### config.mk
export PLATFORM = sky130hd
export DESIGN_NAME = cic_decim_prog
export DESIGN_NICKNAME = d
export VERILOG_FILES = /design/src/rtl/cic_pkg.sv /design/src/rtl/cic_comb_chain.sv /design/src/rtl/cic_decim_prog.sv
export SDC_FILE = /design/constraint.sdc
export NUM_CORES = 1
export LEC_CHECK = 0
export ABC_AREA = 0
export CAP_MARGIN = 25
export CORE_MARGIN = 10
export CORE_UTILIZATION = 46
export DETAILED_ROUTE_END_ITERATION = 8
export HOLD_SLACK_MARGIN = 0.02
export PLACE_DENSITY = 0.74
export SLEW_MARGIN = 5
export SYNTH_ARGS = -nofsm -noshare
export SYNTH_HDL_FRONTEND = slang
export SYNTH_HIERARCHICAL = 1
export SYNTH_SLANG_ARGS = --single-unit
### constraint.sdc
create_clock -name clk -period 9 [get_ports clk]
set_input_delay 1.8 -clock clk [delete_from_list [all_inputs] [get_ports clk]]
set_output_delay 1.8 -clock clk [all_outputs]
set_load 0.1 [all_outputs]
### src/rtl/cic_pkg.sv
// Shared types and helpers for the programmable CIC decimator.
package cic_pkg;

  localparam int unsigned ORDER_MIN = 1;
  localparam int unsigned ORDER_MAX = 5;
  localparam int unsigned DEC_W     = 4;

  typedef logic [DEC_W-1:0] dec_log2_t;

  function automatic int unsigned cic_width(input int unsigned order,
                                            input int unsigned dec_log2_max);
    return order * dec_log2_max + 1;
  endfunction

endpackage

### src/rtl/cic_comb_chain.sv
// Comb (differentiator) chain with output scaling to OUT_W bits.
// Optional round-half-up before truncation when CIC_ROUND_EN is defined.
module cic_comb_chain
  import cic_pkg::*;
#(
  parameter int unsigned ORDER = 3,
  parameter int unsigned W     = 25,
  parameter int unsigned OUT_W = 14
) (
  input  logic             clk,
  input  logic             reset_n,
  input  logic             clr,
  input  logic             step,
  input  logic [DEC_W-1:0] dec_active,
  input  logic [W-1:0]     acc_in,
  output logic [OUT_W-1:0] q
);

  localparam int unsigned SH_W = $clog2(W + OUT_W + 1);

  logic [W-1:0]      dly [1:ORDER];
  logic [W-1:0]      d   [0:ORDER];
  logic [SH_W-1:0]   s_msb;
  logic [W:0]        d_rnd;

  always_comb begin
    d[0] = acc_in;
    for (int unsigned j = 1; j <= ORDER; j++) begin
      d[j] = d[j-1] - dly[j];
    end
  end

  always_ff @(posedge clk or negedge reset_n) begin
    if (!reset_n) begin
      for (int unsigned j = 1; j <= ORDER; j++) dly[j] <= '0;
    end else if (clr) begin
      for (int unsigned j = 1; j <= ORDER; j++) dly[j] <= '0;
    end else if (step) begin
      for (int unsigned j = 1; j <= ORDER; j++) dly[j] <= d[j-1];
    end
  end

  // Full scale R^ORDER sits at bit s_msb = ORDER*k.
  assign s_msb = SH_W'(ORDER) * SH_W'(dec_active);

`ifdef CIC_ROUND_EN
  always_comb begin
    d_rnd = {1'b0, d[ORDER]};
    if (s_msb >= SH_W'(OUT_W)) begin
      d_rnd = d_rnd + ((W+1)'(1) << (s_msb - SH_W'(OUT_W)));
    end
  end
`else
  assign d_rnd = {1'b0, d[ORDER]};
`endif

  // Placing d above OUT_W zero bits and shifting right by s_msb+1 covers
  // both the truncating and the zero-padding cases in one expression.
  always_comb begin
    q = OUT_W'({d_rnd, {OUT_W{1'b0}}} >> (s_msb + SH_W'(1)));
  end

endmodule

### src/rtl/cic_decim_prog.sv
// N-th order CIC decimator for a 1-bit sigma-delta stream, run-time ratio 2^k.
// Define CIC_ROUND_EN for round-half-up output scaling (see cic_comb_chain).
module cic_decim_prog
  import cic_pkg::*;
#(
  parameter int unsigned ORDER        = 3,
  parameter int unsigned DEC_LOG2_MIN = 3,
  parameter int unsigned DEC_LOG2_MAX = 8,
  parameter int unsigned OUT_W        = 14
) (
  input  logic             clk,
  input  logic             reset_n,
  input  logic             en,
  input  logic             in,
  input  logic [DEC_W-1:0] dec_log2,
  output logic [OUT_W-1:0] out,
  output logic             out_valid,
  output logic [DEC_W-1:0] dec_active
);

  localparam int unsigned W      = cic_width(ORDER, DEC_LOG2_MAX);
  localparam int unsigned WARM_W = $clog2(ORDER_MAX + 1);

  logic [W-1:0]            acc [1:ORDER];
  logic [DEC_LOG2_MAX-1:0] cnt;
  logic [DEC_LOG2_MAX:0]   lim;
  logic                    frame_last;
  logic                    frame_pend;
  logic [WARM_W-1:0]       warm;
  logic                    warm_done;
  dec_log2_t               k_req;
  logic                    ratio_chg;
  logic [OUT_W-1:0]        q;

  always_comb begin
    k_req = dec_log2;
    if (dec_log2 < dec_log2_t'(DEC_LOG2_MIN)) k_req = dec_log2_t'(DEC_LOG2_MIN);
    else if (dec_log2 > dec_log2_t'(DEC_LOG2_MAX)) k_req = dec_log2_t'(DEC_LOG2_MAX);
  end

  assign ratio_chg  = (k_req != dec_active);
  assign lim        = ((DEC_LOG2_MAX+1)'(1) << dec_active) - (DEC_LOG2_MAX+1)'(1);
  assign frame_last = ({1'b0, cnt} == lim);
  assign warm_done  = (warm == WARM_W'(ORDER));

  always_ff @(posedge clk or negedge reset_n) begin
    if (!reset_n) begin
      for (int unsigned i = 1; i <= ORDER; i++) acc[i] <= '0;
      cnt        <= '0;
      frame_pend <= 1'b0;
      warm       <= '0;
      out        <= '0;
      out_valid  <= 1'b0;
      dec_active <= dec_log2_t'(DEC_LOG2_MAX);
    end else if (ratio_chg) begin
      // Ratio change outranks a frame completing on the same edge.
      for (int unsigned i = 1; i <= ORDER; i++) acc[i] <= '0;
      cnt        <= '0;
      frame_pend <= 1'b0;
      warm       <= '0;
      out_valid  <= 1'b0;
      dec_active <= k_req;
    end else begin
      out_valid  <= 1'b0;
      frame_pend <= en & frame_last;
      if (en) begin
        acc[1] <= acc[1] + {{(W-1){1'b0}}, in};
        for (int unsigned i = 2; i <= ORDER; i++) acc[i] <= acc[i] + acc[i-1];
        cnt <= frame_last ? '0 : cnt + DEC_LOG2_MAX'(1);
      end
      if (frame_pend) begin
        if (warm_done) begin
          out       <= q;
          out_valid <= 1'b1;
        end else begin
          warm <= warm + WARM_W'(1);
        end
      end
    end
  end

  cic_comb_chain #(
    .ORDER (ORDER),
    .W     (W),
    .OUT_W (OUT_W)
  ) u_comb (
    .clk        (clk),
    .reset_n    (reset_n),
    .clr        (ratio_chg),
    .step       (frame_pend),
    .dec_active (dec_active),
    .acc_in     (acc[ORDER]),
    .q          (q)
  );

endmodule

==> flow_summary.json <==
{
  "grt-ovfl-total": 0,
  "dpl.hpwl_mm": 26.49,
  "final_cells": 2314,
  "hold_viol": 0,
  "num_rows": 68,
  "cp_max_fo": 13,
  "async_flop_share_pct": 100.0,
  "die_h_um": 206.0,
  "placed_cell_area_mm2": 0.01649,
  "final-setup-viol-count": 0,
  "cts_buffer_depth": 2,
  "globalplace.congestion": 0.8936,
  "cpPeakStageDelay_ns": 0.69,
  "finalCriticalPeriod_ns": 8.029,
  "m1WireLength_mm": 16.38,
  "ys.flop_type": "dfrtp_1",
  "cp.arrival_ns": 8.35,
  "cts_tree": "built",
  "drv_slew": 0,
  "worstPathRequired_ns": 9.32,
  "clk_pin_slew_ns": 0.07,
  "criticalPathCategory": "flop to flop",
  "ys_seq_area_share_pct": 28.48,
  "dr.max_layer_used": "met4",
  "vias": 13392,
  "dp.cells": 2281,
  "area_delta_synth_final_pct": 7.408,
  "fillers": 3174,
  "cts_resized": 0,
  "holdWs_ns": 0.4975,
  "clkSinkCount": 181,
  "fin_setup_tns_ns": 0,
  "viasPerCell": 5.787,
  "grt_pass1_vias": 13196,
  "crit_top_cell": "a21o_1",
  "clockRootBuffer": "clkbuf_16",
  "core_area_mm2": 0.03437,
  "syn-num-nets": 2017,
  "syn_area_mm2": 0.01591,
  "p_leak_nw": 7.269,
  "tightestPinTransition_ns": 0.9836,
  "yosys_warnings": 6,
  "drt-pass1-iter-count": 5,
  "status": "complete, no violations",
  "grt_pass1_wl_mm": 62.49,
  "dieArea_mm2": 0.04242,
  "diodes": 0,
  "wl_per_cell_um": 15.60,
  "finalCritPeriodShare_pct": 89.21,
  "clock_latency_ns": 0.44,
  "grt_start_max_net_pins": 109,
  "hold_buffers": 0,
  "die_w_um": 206.0,
  "crit_path_end_kind": "flop",
  "finalPower_mw": 2.667,
  "p_per_area_mw_per_mm2": 156.1,
  "initial_utilization_pct": 46.28,
  "synthCells": 1872,
  "hp-class": "flop to flop",
  "crit_path_start_kind": "flop",
  "ioPinCount": 27,
  "track_usage_pct": 17.30,
  "cts_setup_buffers": 0,
  "drc": 0,
  "drv_cap": 0,
  "numPortBuffers": 26,
  "antenna_found_initial": 0,
  "fin_area_mm2": 0.01709,
  "rsz0062_at_grt": "no",
  "final_nets": 1991,
  "first_iter_violations": 715,
  "routed_wl_mm": 36.11,
  "clock_skew_ns": 0.01423,
  "yosysUniqueCellTypes": 98,
  "relSlewSlack_pct": 34.22,
  "wl_met2_mm": 17.89,
  "ant_nets": 0,
  "setup_slack_ns": 0.9710,
  "utilization_pct": 49.71,
  "synth_edf_count": 0,
  "htree_levels": 4,
  "vdd_drop_max_v": 0.0001520,
  "cts_buffers": 17,
  "fmax_ghz": 0.1245,
  "pre_cts_ws_ns": 1.109,
  "avgSynthCellArea_um2": 8.498,
  "synth_seq_cells": 181,
  "drive_gt1_share_pct": 5.971,
  "slowest_stage": "o211ai_1",
  "wl_met3_um": 948
}
metal layers:
layer  vias up  global-route usage, %
li1       6724                      -
met5         -                      0
met2       237                  30.27
met3        61                  2.116
met1      6370                  21.39
met4         0                  6.359
where the power goes:
group          internal (mW)  switching [mW]  total [mW]  leakage (nW)
clock network          0.412           0.347       0.759         0.287
logic                  0.431           0.655        1.09          4.46
registers              0.815         0.00686       0.822          2.52
logic make-up (layout without fill, tap and decap cells):
| kind of cell | count (synthesis) | after routing | share of synthesized area [%] |
|---|---|---|---|
| AND/OR/NAND/NOR | 591 | 591 | 17.77 |
| adder cells (fa/ha/maj) | 137 | 137 | 11.06 |
| XOR/XNOR | 126 | 126 | 7.031 |
| flip-flops | 181 | 181 | 28.48 |
| AO/OA/AOI/OAI | 510 | 510 | 22.16 |
| multiplexers | 129 | 129 | 8.635 |
| buffers and inverters | 198 | 185 | 4.868 |
registers in the layout, indices dropped and copies added (netlist names):
register / count
acc: 75
out: 14
out_valid: 1
u_comb/dly: 75
cnt: 8
frame_pend: 1
warm: 3
dec_active: 4
critical path, delay by kind of cell, from the launching register on:
family / cells / cell delay, ns
compound gates: 19 / 4.61
simple gates: 6 / 1.10
fa+ha+maj: 3 / 1.03
flops: 1 / 0.46
mux: 2 / 0.39
xor+xnor: 2 / 0.30
Yosys cell counts, drive strengths merged (33+ instances only):
cell    count  area, um2
nor2      229      867.1
dfrtp     180       4504
ha        131       1639
a21oi     128      640.6
nand2     128      483.0
inv       115      431.7
mux2i     102       1021
o21ai      89      456.7
xnor2      63      551.8
xor2       62      543.0
clkbuf     59      221.5
a21o       55      415.4
nand3      38      195.2
o21a       37      277.8
a211oi     36      285.3
nor3       33      165.2
cells in the final DEF (no fill, tap or decap), types with 7 or more instances in the layout:
cell	netlist	routed
a211o_1	9	9
a211oi_1	33	33
a21o_1	53	53
a21oi_1	128	128
a221o_1	8	8
a311oi_1	9	9
a31oi_1	25	25
and2_1	11	11
and3_1	28	28
buf_4	4	12
clkbuf_16	0	17
clkdlybuf4s50_1	0	24
dfrtp_1	180	178
ha_1	131	131
inv_1	112	112
mux2_1	9	9
mux2_2	13	13
mux2i_1	102	102
nand2_1	127	126
nand2b_1	13	13
nand3_1	37	37
nand3b_1	7	7
nand4_1	23	23
nor2_1	226	226
nor2b_1	24	24
nor3_1	33	33
nor4_1	8	8
o211ai_1	9	9
o21a_1	37	37
o21ai_0	79	79
o21ai_1	9	9
o21bai_1	8	8
o22ai_1	11	11
or3_1	13	13
xnor2_1	63	63
xor2_1	62	62
final timing paths:
path,slack (ns),from,depth (start not counted),endpoint
max,0.97,acc[1],32,out[9]
min,0.50,out[7],1,out[7]
max reg2reg,0.97,acc[1],32,out[9]
min reg2reg,0.50,out[7],1,out[7]
max in group asynchronous,6.05,reset_n,2,acc[67]
min in group asynchronous,1.46,reset_n,1,u_comb/dly[1]
cell type report:
class	instances	area [um2]	share of cell area [%]
repair buffers	38	349.1	2.043
inverters	115	431.7	2.526
clock inverters	10	116.4	0.6810
multi-input cells	1493	10610	62.10
flip-flops and latches	181	4536	26.54
well taps	455	569.3	3.332
clock buffers	22	474.2	2.775
Note: power is estimated with default switching activity, not from simulation.
